<file path="src/rtl/text_pkg.sv">
// Character codes and controller state encoding shared by the text write path.
package text_pkg;

    localparam logic [7:0] CH_BS    = 8'h08;
    localparam logic [7:0] CH_LF    = 8'h0A;
    localparam logic [7:0] CH_FF    = 8'h0C;
    localparam logic [7:0] CH_CR    = 8'h0D;
    localparam logic [7:0] CH_SPACE = 8'h20;
    localparam logic [7:0] CH_TILDE = 8'h7E;

    typedef enum logic {
        ST_CLEAR = 1'b0,
        ST_IDLE  = 1'b1
    } state_e;

endpackage

</file>
<file path="src/rtl/text_write_ctrl_if.sv">
// Character strobe in, text-buffer write port and cursor out.
// master = character source, slave = the write controller.
interface text_write_ctrl_if #(
    parameter int ADDR_WIDTH = 11,
    parameter int DATA_WIDTH = 8
);
    logic [DATA_WIDTH-1:0] rx_data;
    logic                  rx_valid;
    logic                  ready;
    logic                  we;
    logic [DATA_WIDTH-1:0] din;
    logic [ADDR_WIDTH-1:0] addr_a;
    logic [ADDR_WIDTH-1:0] cursor_addr;

    modport master (
        output rx_data, rx_valid,
        input  ready, we, din, addr_a, cursor_addr
    );

    modport slave (
        input  rx_data, rx_valid,
        output ready, we, din, addr_a, cursor_addr
    );
endinterface

</file>
<file path="src/rtl/text_write_ctrl.sv">
// Text buffer write controller: clears the screen, then turns character strobes into cell writes.
// Latency: write and cursor update appear one cycle after the accepted strobe.
// Backpressure: ready is low during a clear; strobes seen while not ready are dropped.
module text_write_ctrl
    import text_pkg::*;
#(
    parameter int ADDR_WIDTH = 11,
    parameter int DATA_WIDTH = 8,
    parameter int COL_BITS   = 6
) (
    input  logic               clk,
    input  logic               rst_n,
    text_write_ctrl_if.slave   bus
);

    localparam int ROW_BITS = ADDR_WIDTH - COL_BITS;

    localparam logic [ADDR_WIDTH-1:0] ADDR_ONE  = ADDR_WIDTH'(1);
    localparam logic [ADDR_WIDTH-1:0] ADDR_LAST = '1;
    localparam logic [ROW_BITS-1:0]   ROW_ONE   = ROW_BITS'(1);
    localparam logic [DATA_WIDTH-1:0] SPACE     = DATA_WIDTH'(CH_SPACE);
    localparam logic [DATA_WIDTH-1:0] TILDE     = DATA_WIDTH'(CH_TILDE);

    state_e                state_q, state_d;
    logic [ADDR_WIDTH-1:0] clr_cnt_q, clr_cnt_d;
    logic [ADDR_WIDTH-1:0] cursor_q, cursor_d;
    logic [ADDR_WIDTH-1:0] addr_q, addr_d;
    logic [DATA_WIDTH-1:0] din_q, din_d;
    logic                  we_q, we_d;

    logic [ROW_BITS-1:0]   row;
    logic [COL_BITS-1:0]   col;
    logic                  printable;

    assign row       = cursor_q[ADDR_WIDTH-1:COL_BITS];
    assign col       = cursor_q[COL_BITS-1:0];
    assign printable = (bus.rx_data >= SPACE) && (bus.rx_data <= TILDE);

    always_comb begin
        state_d   = state_q;
        clr_cnt_d = clr_cnt_q;
        cursor_d  = cursor_q;
        we_d      = 1'b0;
        din_d     = din_q;
        addr_d    = addr_q;

        if (state_q == ST_CLEAR) begin
            we_d      = 1'b1;
            din_d     = SPACE;
            addr_d    = clr_cnt_q;
            clr_cnt_d = clr_cnt_q + ADDR_ONE;
            cursor_d  = '0;
            if (clr_cnt_q == ADDR_LAST) begin
                state_d = ST_IDLE;
            end
        end else if (bus.rx_valid) begin
            if (printable) begin
                we_d     = 1'b1;
                din_d    = bus.rx_data;
                addr_d   = cursor_q;
                cursor_d = cursor_q + ADDR_ONE;
            end else if (bus.rx_data == DATA_WIDTH'(CH_CR)) begin
                cursor_d = {row, {COL_BITS{1'b0}}};
            end else if (bus.rx_data == DATA_WIDTH'(CH_LF)) begin
                cursor_d = {row + ROW_ONE, col};
            end else if (bus.rx_data == DATA_WIDTH'(CH_BS)) begin
                // Backspace at the home cell blanks it in place rather than wrapping.
                we_d  = 1'b1;
                din_d = SPACE;
                if (cursor_q != '0) begin
                    cursor_d = cursor_q - ADDR_ONE;
                    addr_d   = cursor_q - ADDR_ONE;
                end else begin
                    addr_d   = '0;
                end
            end else if (bus.rx_data == DATA_WIDTH'(CH_FF)) begin
                cursor_d  = '0;
                clr_cnt_d = '0;
                state_d   = ST_CLEAR;
            end
        end
    end

    always_ff @(posedge clk or negedge rst_n) begin
        if (!rst_n) begin
            state_q   <= ST_CLEAR;
            clr_cnt_q <= '0;
            cursor_q  <= '0;
            we_q      <= 1'b0;
            din_q     <= SPACE;
            addr_q    <= '0;
        end else begin
            state_q   <= state_d;
            clr_cnt_q <= clr_cnt_d;
            cursor_q  <= cursor_d;
            we_q      <= we_d;
            din_q     <= din_d;
            addr_q    <= addr_d;
        end
    end

    assign bus.ready       = (state_q == ST_IDLE);
    assign bus.we          = we_q;
    assign bus.din         = din_q;
    assign bus.addr_a      = addr_q;
    assign bus.cursor_addr = cursor_q;

endmodule
</file>
<file path="src/flat_wrapper.sv">
// flat-port wrapper written by rule: the top's interface ports become plain ports
module text_write_ctrl_flat import text_pkg::*;
#(
    parameter int ADDR_WIDTH = 11,
    parameter int DATA_WIDTH = 8,
    parameter int COL_BITS   = 6
)
  (clk, rst_n, bus_rx_data, bus_rx_valid, bus_ready, bus_we, bus_din, bus_addr_a, bus_cursor_addr);
  text_write_ctrl_if #(.ADDR_WIDTH(ADDR_WIDTH), .DATA_WIDTH(DATA_WIDTH)) bus_i ();
  input  logic clk;
  input  logic rst_n;
  input wire logic [$bits(bus_i.rx_data)-1:0] bus_rx_data;
  input wire logic [$bits(bus_i.rx_valid)-1:0] bus_rx_valid;
  output wire logic [$bits(bus_i.ready)-1:0] bus_ready;
  output wire logic [$bits(bus_i.we)-1:0] bus_we;
  output wire logic [$bits(bus_i.din)-1:0] bus_din;
  output wire logic [$bits(bus_i.addr_a)-1:0] bus_addr_a;
  output wire logic [$bits(bus_i.cursor_addr)-1:0] bus_cursor_addr;
  assign bus_i.rx_data = bus_rx_data;
  assign bus_i.rx_valid = bus_rx_valid;
  assign bus_ready = bus_i.ready;
  assign bus_we = bus_i.we;
  assign bus_din = bus_i.din;
  assign bus_addr_a = bus_i.addr_a;
  assign bus_cursor_addr = bus_i.cursor_addr;
  text_write_ctrl #(.ADDR_WIDTH(ADDR_WIDTH), .DATA_WIDTH(DATA_WIDTH), .COL_BITS(COL_BITS)) u_core (.clk(clk), .rst_n(rst_n), .bus(bus_i));
endmodule
</file>
<file path="config.mk">
export PLATFORM = sky130hd
export DESIGN_NAME = text_write_ctrl_flat
export DESIGN_NICKNAME = d
export VERILOG_FILES = /design/src/rtl/text_pkg.sv /design/src/rtl/text_write_ctrl_if.sv /design/src/rtl/text_write_ctrl.sv /design/src/flat_wrapper.sv
export SDC_FILE = /design/constraint.sdc
export NUM_CORES = 1
export LEC_CHECK = 0
export CORE_MARGIN = 2
export CORE_UTILIZATION = 53
export DETAILED_ROUTE_END_ITERATION = 16
export DONT_BUFFER_PORTS = 1
export MAX_ROUTING_LAYER = met4
export PLACE_DENSITY = 0.68
export SYNTH_ARGS = -nofsm -noshare
export SYNTH_HDL_FRONTEND = slang
export SYNTH_SLANG_ARGS = --single-unit
</file>
<file path="constraint.sdc">
create_clock -name clk -period 2.75 [get_ports clk]
set_input_delay 0.4125 -clock clk [delete_from_list [all_inputs] [get_ports clk]]
set_output_delay 0.4125 -clock clk [all_outputs]
set_load 0.03 [all_outputs]
</file>
# Word-level counts from Yosys, hierarchy flattened
# Cells that the tools add are included.
# Widths: inputs -> output; s select.
[word_totals]
wordCells = 79
output_inout_bits = 32
ff_bits = 43
[classes]
reduce_logical = 6
eq_ne = 19
muxes = 41
n_lt_le_gt_ge = 2
n_addsub = 4
[op_table]
columns = ["operator", "count"]
rows = [
  ["$mux 11", 21],
  ["$mux 8", 6],
  ["$eq 8x4->1 const B", 4],
  ["$add 11x1->11 const B", 2],
  ["$ne 5x5->1 const B", 4],
  ["$mux 1", 14],
  ["$ne 2x2->1 const B", 6],
  ["$reduce_and 4->1", 3],
  ["$eq 11x11->1 const B", 1],
  ["$reduce_bool 11->1", 1],
  ["$sub 11x1->11 const B", 1],
  ["$ne 3x3->1 const B", 3],
  ["$ge 8x6->1 const B", 1],
  ["$le 8x7->1 const B", 1],
  ["$reduce_and 6->1", 1],
  ["$add 5x1->5 const B", 1],
  ["$ne 4x4->1 const B", 1],
  ["$logic_and 1x1->1", 1],
]

# Logic depth before layout (Yosys ltp)
# Gate-level depths: netlist (run 1).
[depth]
word_depth = 8
depth_mapped = 9
depth_no_buf = 8

# Worst setup path before layout (run 1)
# Ideal clock, no wire load.
[synth_timing]
path_kind = "flip-flop to flip-flop"
start = "register u_core.cursor_q[7] (netlist: u_core.bus.cursor_addr[7])"
end = "register u_core.cursor_q[0] (netlist: u_core.bus.cursor_addr[0])"
path_stages_with_launch = 10
arrival_time_ns = 2.291
synth_period_minus_slack_ns = 2.356
setup_time_ns = 0.065
path_slack_ns = 0.394
path_cell_list = "dfrtp_1 -> clkbuf_1 -> inv_1 -> ha_1 -> nor4b_2 -> nor4b_4 -> o311ai_2 -> nand2_1 -> a2111oi_0 -> a21o_1"
[synth_via]
elab_chain_len = 3
[synth_lines]
columns = ["item", "line_no", "rtl"]
rows = [
  ["start, declared", "text_write_ctrl.sv:26", "logic [ADDR_WIDTH-1:0] cursor_q, cursor_d;"],
  ["start signal, assigned", "text_write_ctrl.sv:95", "cursor_q <= cursor_d;"],
  ["$reduce_bool 11->1", "text_write_ctrl.sv:70", "if (cursor_q != '0) begin"],
  ["$ne 5x5->1 (no source line)", "--", ""],
  ["$reduce_and 4->1 (no source line)", "--", ""],
]
# Every way passes these cells.
# A chain may end at the register's enable or synchronous reset.

# Worst setup path after layout (run 1)
[layout_timing]
start = "register u_core.cursor_q[6] (netlist: u_core.bus.cursor_addr[6])"
end = "register u_core.addr_q[1] (netlist: u_core.bus.addr_a[1])"
[layout_via]
elab_chain_len = 8
[layout_lines]
columns = ["item", "line_no", "rtl"]
rows = [
  ["$reduce_bool 11->1", "text_write_ctrl.sv:70", ""],
  ["$mux 11", "text_write_ctrl.sv:70", ""],
  ["$mux 11", "text_write_ctrl.sv:66", "end else if (bus.rx_data == DATA_WIDTH'(CH_BS)) begin"],
  ["$mux 11", "text_write_ctrl.sv:64", "end else if (bus.rx_data == DATA_WIDTH'(CH_LF)) begin"],
  ["$mux 11", "text_write_ctrl.sv:62", "end else if (bus.rx_data == DATA_WIDTH'(CH_CR)) begin"],
  ["$mux 11", "text_write_ctrl.sv:57", "if (printable) begin"],
  ["$mux 11", "text_write_ctrl.sv:56", "end else if (bus.rx_valid) begin"],
  ["$mux 11", "text_write_ctrl.sv:47", "if (state_q == ST_CLEAR) begin"],
  ["end signal, assigned", "text_write_ctrl.sv:98", "addr_q <= addr_d;"],
  ["end, declared", "text_write_ctrl.sv:27", "logic [ADDR_WIDTH-1:0] addr_q, addr_d;"],
]
# Every way passes these cells. The select of a mux whose other input is x is not followed.

==> summary.txt, run 1 <==
WORST HOLD PATH
-------------------------------------------------------------------------------------
Cells on Worst Hold Path                                                            2
Endpoint with the worst hold slack                                       u_core.bus.din[4]
Type of the worst min-delay path                                            in -> reg
Startpoint of the lowest-slack hold path                                 bus_rx_data[4]

CLOCK NETWORK
-------------------------------------------------------------------------------------
Htree depth                                                                         2
Worst skew pair latency                                                        290 ps
Inserted Clock Buffers                                                              5
Clock Tree Buf Depth                                                                2
Postcts setup bufs                                                                  0
# resized after CTS                                                                 0
Clock transition at path regs                                                   90 ps
Clock tree sinks                                                                   43
CTS Root Cell                                                            sky130_fd_sc_hd__clkbuf_8
Clock tree from TritonCTS                                                       built
Count of hold buffers inserted by post-cts repair                                   2

LOGIC SYNTHESIS
-------------------------------------------------------------------------------------
Synth top area cells                                                     sky130_fd_sc_hd__dfrtp_1, sky130_fd_sc_hd__o21ai_0, sky130_fd_sc_hd__nand2_1, sky130_fd_sc_hd__a22o_1, sky130_fd_sc_hd__nor2_1
Xor/xnor cell area share of the yosys netlist                                   1.51%
Yosys cell types                                                                   74
Portion of netlist area occupied by mux cells                                      0%
Synth Area in Adders                                                            2.58%
Post-Synth Simple-Gate Area                                                     25.5%
Synth Area in Compound Gates                                                    28.1%
Cell type contributing the most total cell area after synthesis          sky130_fd_sc_hd__dfrtp_1
Number of nets produced by synthesis                                              350
Commonest register cell after synthesis                                  sky130_fd_sc_hd__dfrtp_1
Cell area after synthesis                                                    2910 um2
Register bit count reported by yosys                                               43
Avg Synthesized Cell Area                                                    8.73 um2
EDFF count, synth                                                                   0
Cell count after synthesis                                                        333
Share of synthesized area occupied by flip-flops and latches                    37.0%
Share of the synthesized area in the top cell type                              36.1%
Share of synthesized registers carrying an async set or reset                    100%
Largest family of logic cells by synthesized area                        compound AO/OA/AOI/OAI gates
Yosys Warn Count                                                                    0

LAYOUT
-------------------------------------------------------------------------------------
Fillers                                                                           479
Area taken by multi-input logic gates                                        1680 um2
Final net count                                                                   350
Area added between synthesis and finish                                         7.62%
Sequential cell area                                                         1080 um2
Cell Count, Final, Fillers Out                                                    404
Fraction of layout instances using a drive strength above 1                     14.7%
# diodes                                                                            0

WORST SETUP PATH
-------------------------------------------------------------------------------------
Crit path largest cell delay                                                   390 ps
Largest fanout on the critical path                                                 6
Reg-to-reg slack, setup                                                        470 ps
Critical-path cell with the highest stage delay                          sky130_fd_sc_hd__dfrtp_1
CP cell instances                                                        inv_1 -> ha_1 -> nor4b_2 -> nor4b_4 -> or2_0 -> o221ai_1 -> o21ai_0 -> o21ai_0
End of the worst register-to-register path                               u_core.bus.addr_a[1]
Data required time at the worst endpoint                                      2910 ps
Origin of the critical flop-to-flop path                                 u_core.bus.cursor_addr[6]
Type of the worst setup path                                               reg -> reg
Cell depth of the worst flop-to-flop path                                           8
Critical Path Sink Type                                                          flop
Worst Setup Start Kind                                                           flop
Arrival time worst endpoint                                                   2440 ps
Most prevalent standard cell on the critical path                        sky130_fd_sc_hd__o21ai_0

PLACED DESIGN
-------------------------------------------------------------------------------------
Number of placed cells counting well taps                                         394
Number of port buffers                                                              0
Detailed-placement wirelength estimate                                        5.61 mm
Placement Setup Slack                                                          487 ps
Last weighted congestion value of the routability-driven placer                 0.921

GRT
-------------------------------------------------------------------------------------
GRT Residual Overflow                                                               0
Wire length of the first global-routing pass                                  12.5 mm
Total routing resource utilization after global routing                         26.9%
Vias in the first global route                                                  2,386
Largest net degree at the start of global routing                                  44
Antenna violations before repair                                                    0

ROUTE
-------------------------------------------------------------------------------------
Number of remaining DRC errors                                                      0
Number of optimization iterations in the first detailed-route pass                  4
Via density per instance                                                         6.56
Final wirelength                                                              7.75 mm
Count of routing violations after the opening detailed-route iteration            255
Vias after detailed routing                                                     2,651
Post-route ant nets                                                                 0
Per-cell routed wire length                                                   19.2 um

TIMING
-------------------------------------------------------------------------------------
Max transition margin                                                           51.1%
Final clock skew                                                              7.56 ps
Worst setup slack after layout                                                 470 ps
Endpoints failing hold                                                              0
Ratio of final minimum period to clock period                                   82.9%
Post-route setup TNS                                                             0 ps
Hold Slack                                                                     271 ps
Final critical-path required period                                           2280 ps
Max frequency                                                               0.439 GHz
Max Slew Vio Count                                                                  0
Setup repair after global routing missed its margin                                no
Setup violations, final                                                             0
Worst Tran Pin Value                                                           733 ps

DIE
-------------------------------------------------------------------------------------
Effective utilization at floorplan                                              55.9%
Chip width                                                                    78.1 um
Std-Cell Core Area                                                           5200 um2
Placement row count                                                                26
Number of top-level design ports                                                   43
DIE HEIGHT                                                                    78.1 um
Die outline area                                                             6090 um2

JOB
-------------------------------------------------------------------------------------
MaxCap Viol Count                                                                   0

STATUS
-------------------------------------------------------------------------------------
Run status                                                               finished clean

POWER
-------------------------------------------------------------------------------------
Power per cell area                                                        701 nW/um2
Worst-case vdd ir drop                                                       0.337 mV
Leakage                                                                       1.36 nW

[cell families (layout without fill, tap and decap cells)]
logic type	count (synthesis)	in the layout
simple gates	134	134
compound gates	113	113
flops	43	43
buf+inv	32	33
fa+ha+maj	6	6
xor+xnor	5	5
[layer usage]
layer | track usage, % | wire length (um)
met1 | 37.2 | 3520
met2 | 40.0 | 3580
met3 | 5.86 | 544
met4 | 8.07 | 109
met5 | - | 0
[power by group]
group	leakage [nW]	internal [mW]	switching [mW]
logic	0.748	0.263	0.404
clock network	0.0505	0.229	0.226
registers	0.560	0.768	0.304
total	1.36	1.26	0.934
[cell usage in the layout, fill, tap and decap left out, drive strengths merged, types with 5 or more instances in the layout]
cell / count
inv: 7
ha: 6
nand4: 6
o211ai: 6
and3: 10
nor2: 26
clkbuf: 7
buf: 16
dfrtp: 42
a21o: 5
o21ai: 34
a22o: 11
a31oi: 8
nor3: 8
nor4: 5
nand2: 42
a21oi: 13
o311ai: 5
nand3: 11
o31ai: 9
[through the flow]
stage | util [%] | instance area (um2) | total power, mW
after global routing | 60.1 | 3130 | 2.33
after CTS | 60.1 | 3130 | 2.21
after global placement | 57.4 | 2990 | 1.71
after detailed placement | 57.4 | 2990 | 1.73
after floorplan | - | 2910 | 1.55
final | 60.1 | 3130 | 2.19
[sequential cells by signal (all words and copies together), names as in the netlist]
register,flops
u_core.bus.ready,1
u_core.bus.din,8
u_core.bus.cursor_addr,11
u_core.bus.addr_a,11
u_core.bus.we,1
u_core.clr_cnt_q,11
[worst max-delay path: cells and delay by family (launching register included)]
family                     cells  cell delay (ps)
and+or+nand+nor                3              970
DFF                            1              390
adders and majority gates      1              210
buffers and inverters          1              140
AOI/OAI and AO/OA              3              430
[how the worst max path moves through the flow]
| stage | startpoint | endpoint | cells past startpoint |
|---|---|---|---|
| after floorplan | u_core.bus.cursor_addr[7] | u_core.bus.cursor_addr[0] | 9 |
| after global placement | bus_rx_data[4] | u_core.bus.cursor_addr[7] | 6 |
| after detailed placement | bus_rx_data[4] | u_core.bus.cursor_addr[7] | 6 |
| after CTS | u_core.bus.cursor_addr[6] | u_core.bus.addr_a[1] | 8 |
| after global routing | u_core.bus.cursor_addr[6] | u_core.bus.addr_a[1] | 8 |
| final | u_core.bus.cursor_addr[6] | u_core.bus.addr_a[1] | 8 |
[final cells by class]
cell class,count,share of cell area [%]
Tap cell,70,2.80
Multi-Input combinational cell,258,53.7
Clock inverter,1,0.240
Clock buffer,7,3.08
Sequential cell,43,34.5
Inverter,8,0.960
Timing Repair Buffer,17,4.80
[cells in the mapped netlist (2+ instances only)]
library cell,n
sky130_fd_sc_hd__o211ai_1,5
sky130_fd_sc_hd__nand4_1,6
sky130_fd_sc_hd__nand2b_1,3
sky130_fd_sc_hd__a32o_1,3
sky130_fd_sc_hd__nand2_1,41
sky130_fd_sc_hd__inv_1,7
sky130_fd_sc_hd__ha_1,6
sky130_fd_sc_hd__buf_2,7
sky130_fd_sc_hd__a21oi_1,12
sky130_fd_sc_hd__dfrtp_1,42
sky130_fd_sc_hd__o221ai_1,2
sky130_fd_sc_hd__buf_6,3
sky130_fd_sc_hd__and2_1,2
sky130_fd_sc_hd__o31ai_2,3
sky130_fd_sc_hd__nor4b_4,2
sky130_fd_sc_hd__nor3_2,2
sky130_fd_sc_hd__o311ai_0,3
sky130_fd_sc_hd__a22o_1,11
sky130_fd_sc_hd__and3_1,10
sky130_fd_sc_hd__xor2_1,3
sky130_fd_sc_hd__a21o_1,5
sky130_fd_sc_hd__nor4_1,4
sky130_fd_sc_hd__or2_1,2
sky130_fd_sc_hd__clkbuf_1,13
sky130_fd_sc_hd__a31oi_1,8
sky130_fd_sc_hd__nor2_1,25
sky130_fd_sc_hd__nor3_1,6
sky130_fd_sc_hd__nand3_1,11
sky130_fd_sc_hd__o21ai_0,32
sky130_fd_sc_hd__xnor2_1,2
sky130_fd_sc_hd__or3_1,4
sky130_fd_sc_hd__o31ai_1,6
Power figures use the tool's default switching activity.
==> inputs of run 2 (changes only) <==
PLACE_DENSITY = 0.71   (was 0.68)
clock period = 2 ns   (was 2.75 ns; I/O delays follow)
==> summary.txt, run 2 (synthesis results as in run 1) <==
WORST HOLD PATH
-------------------------------------------------------------------------------------
Type of the worst min-delay path                                            in -> reg   unchanged
Startpoint of the lowest-slack hold path                                 bus_rx_data[0]   was bus_rx_data[4]

TIMING
-------------------------------------------------------------------------------------
Post-route setup TNS                                                         -5.59 ps   was 0 ps
Worst setup slack after layout                                               -5.59 ps   was 470 ps
Setup repair after global routing missed its margin                               yes   was no
Final critical-path required period                                           2010 ps   was 2280 ps
Setup violations, final                                                             1   was 0
Final clock skew                                                              6.44 ps   was 7.56 ps
Max Slew Vio Count                                                                  0   unchanged
Endpoints failing hold                                                              0   unchanged
Ratio of final minimum period to clock period                                    100%   was 82.9%
Max transition margin                                                           58.7%   was 51.1%
Hold Slack                                                                     140 ps   was 271 ps
Max frequency                                                               0.499 GHz   was 0.439 GHz
Worst Tran Pin Value                                                           616 ps   was 733 ps

WORST SETUP PATH
-------------------------------------------------------------------------------------
Arrival time worst endpoint                                                   2230 ps   was 2440 ps
Origin of the critical flop-to-flop path                                 u_core.bus.cursor_addr[6]   unchanged
Largest fanout on the critical path                                                 8   was 6
Crit path to                                                             u_core.bus.cursor_addr[3]   was u_core.bus.addr_a[1]
Critical Path Sink Type                                                          flop   unchanged
Reg-to-reg slack, setup                                                         -6 ps   was 470 ps
End of the worst register-to-register path                               u_core.bus.cursor_addr[3]   was u_core.bus.addr_a[1]
Worst Setup Start Kind                                                           flop   unchanged
Cell depth of the worst flop-to-flop path                                           9   was 8
Type of the worst setup path                                               reg -> reg   unchanged
CP Launch Point                                                          u_core.bus.cursor_addr[6]   unchanged
Data required time at the worst endpoint                                      2220 ps   was 2910 ps

PLACED DESIGN
-------------------------------------------------------------------------------------
Detailed-placement wirelength estimate                                        6.03 mm   was 5.61 mm
Placed Instance Area                                                         3250 um2   was 2990 um2
Placement Setup Slack                                                         -100 ps   was 487 ps
Number of port buffers                                                              0   unchanged
Number of placed cells counting well taps                                         425   was 394
Last weighted congestion value of the routability-driven placer                 0.972   was 0.921

LAYOUT
-------------------------------------------------------------------------------------
Final design instance area without fill                                      3450 um2   was 3130 um2
Area added between synthesis and finish                                         18.6%   was 7.62%
Fillers                                                                           436   was 479
Final net count                                                                   382   was 350
Commonest non-fill, non-tap cell in the layout                           sky130_fd_sc_hd__buf_4
Fraction of the core area covered by cells at the end of the flow               66.3%   was 60.1%
Most used cells in the layout excluding fill and tap cells               sky130_fd_sc_hd__buf_4, sky130_fd_sc_hd__nand2_1, sky130_fd_sc_hd__dfrtp_1   was sky130_fd_sc_hd__nand2_1, sky130_fd_sc_hd__dfrtp_1, sky130_fd_sc_hd__o21ai_0
Fraction of layout instances using a drive strength above 1                     26.2%   was 14.7%
Cell Count, Final, Fillers Out                                                    436   was 404
# diodes                                                                            0   unchanged

GRT
-------------------------------------------------------------------------------------
GRT Residual Overflow                                                               0   unchanged
Total routing resource utilization after global routing                         29.1%   was 26.9%
Antenna violations before repair                                                    0   unchanged
Wire length of the first global-routing pass                                  13.6 mm   was 12.5 mm
Vias in the first global route                                                  2,702   was 2,386
Largest net degree at the start of global routing                                  44   unchanged

POWER
-------------------------------------------------------------------------------------
Power per cell area                                                        922 nW/um2   was 701 nW/um2
Post-layout power                                                             3.18 mW   was 2.19 mW
Leakage                                                                       1.54 nW   was 1.36 nW
Worst-case vdd ir drop                                                       0.481 mV   was 0.337 mV

CLOCK NETWORK
-------------------------------------------------------------------------------------
Clock transition at path regs                                                   90 ps   about the same
Clock tree sinks                                                                   43   unchanged
Worst skew pair latency                                                        300 ps   was 290 ps
Clock tree from TritonCTS                                                       built   unchanged
Inserted Clock Buffers                                                              5   unchanged
CTS Root Cell                                                            sky130_fd_sc_hd__clkbuf_8   unchanged
Clock Tree Buf Depth                                                                2   unchanged
Htree depth                                                                         2   unchanged

DIE
-------------------------------------------------------------------------------------
Std-Cell Core Area                                                           5200 um2   unchanged
Effective utilization at floorplan                                              55.9%   unchanged
Die outline area                                                             6090 um2   unchanged
Chip width                                                                    78.1 um   unchanged
Placement row count                                                                26   unchanged
DIE HEIGHT                                                                    78.1 um   unchanged
Number of top-level design ports                                                   43   unchanged

ROUTE
-------------------------------------------------------------------------------------
Final wirelength                                                              8.19 mm   was 7.75 mm
Per-cell routed wire length                                                   18.8 um   was 19.2 um
Number of remaining DRC errors                                                      0   unchanged
Post-route ant nets                                                                 0   unchanged
Vias after detailed routing                                                     2,817   was 2,651
Number of optimization iterations in the first detailed-route pass                  7   was 4
Via density per instance                                                         6.46   was 6.56
Count of routing violations after the opening detailed-route iteration            306   was 255

JOB
-------------------------------------------------------------------------------------
MaxCap Viol Count                                                                   0   unchanged

STATUS
-------------------------------------------------------------------------------------
Failing checks                                                           negative setup slack
Run status                                                               finished, violations left   was finished clean

==> run 2: cell types whose count changed in the layout (fill, tap and decap cells not counted), sizes merged <==
cell and change:
buf +32, clkbuf -1, clkinv +1
==> run 2: cell type report <==
| cell class | instances | area, um2 | share of cell area, % |
|---|---|---|---|
| clock buffers | 6 | 72.6 | 2.10 |
| repair buffers | 49 | 394 | 11.4 |
| flip-flops and latches | 43 | 1080 | 31.4 |
| inverters | 8 | 32.5 | 0.943 |
| well taps | 70 | 87.6 | 2.54 |
| multi-input cells | 258 | 1770 | 51.2 |
| clock inverters | 2 | 12.5 | 0.363 |
==> run 2: layer usage <==
metal | vias to the layer above | share of wire (%) | GRT usage, %
met5 | - | 0 | -
met4 | 0 | 1.7 | 8.77
met3 | 17 | 7.3 | 5.98
met2 | 126 | 47 | 44.2
met1 | 1361 | 44 | 39.8
li1 | 1313 | - | -
==> run 2: power by group <==
| group | leakage (nW) | internal (mW) | switching [mW] |
|---|---|---|---|
| logic | 0.942 | 0.508 | 0.637 |
| registers | 0.554 | 1.06 | 0.411 |
| clock network | 0.0412 | 0.245 | 0.321 |
| total | 1.54 | 1.81 | 1.37 |
==> run 2: worst max-delay path: stages (launching register included) <==
cell and delay [ps]:
sky130_fd_sc_hd__dfrtp_2 380, sky130_fd_sc_hd__inv_2 50, sky130_fd_sc_hd__ha_4 150, sky130_fd_sc_hd__nor4b_4 120
sky130_fd_sc_hd__nor4b_4 130, sky130_fd_sc_hd__buf_6 150, sky130_fd_sc_hd__o311ai_4 320, sky130_fd_sc_hd__nand2_2 130
sky130_fd_sc_hd__or3_4 340, sky130_fd_sc_hd__a21oi_2 140
==> run 2: how the worst min path moves through the flow <==
stage | end | slack, ps | cells past startpoint
2_1_floorplan | u_core.bus.addr_a[0] | 4 | 0
3_3_place_gp | u_core.bus.cursor_addr[2] | 6 | 0
3_5_place_dp | u_core.bus.cursor_addr[2] | 6 | 0
4_1_cts | u_core.bus.din[0] | 140 | 2
5_1_grt | u_core.bus.din[0] | 140 | 2
6_report | u_core.bus.din[0] | 140 | 2
==> run 2: repair_timing <==
action	4_1_cts	5_1_grt
setup endpoints to repair	7	18
hold buffers	2	0
pin swaps	2	5
buffers inserted	0	1
resized for setup	7	9
endpoints found under the hold margin	43	0
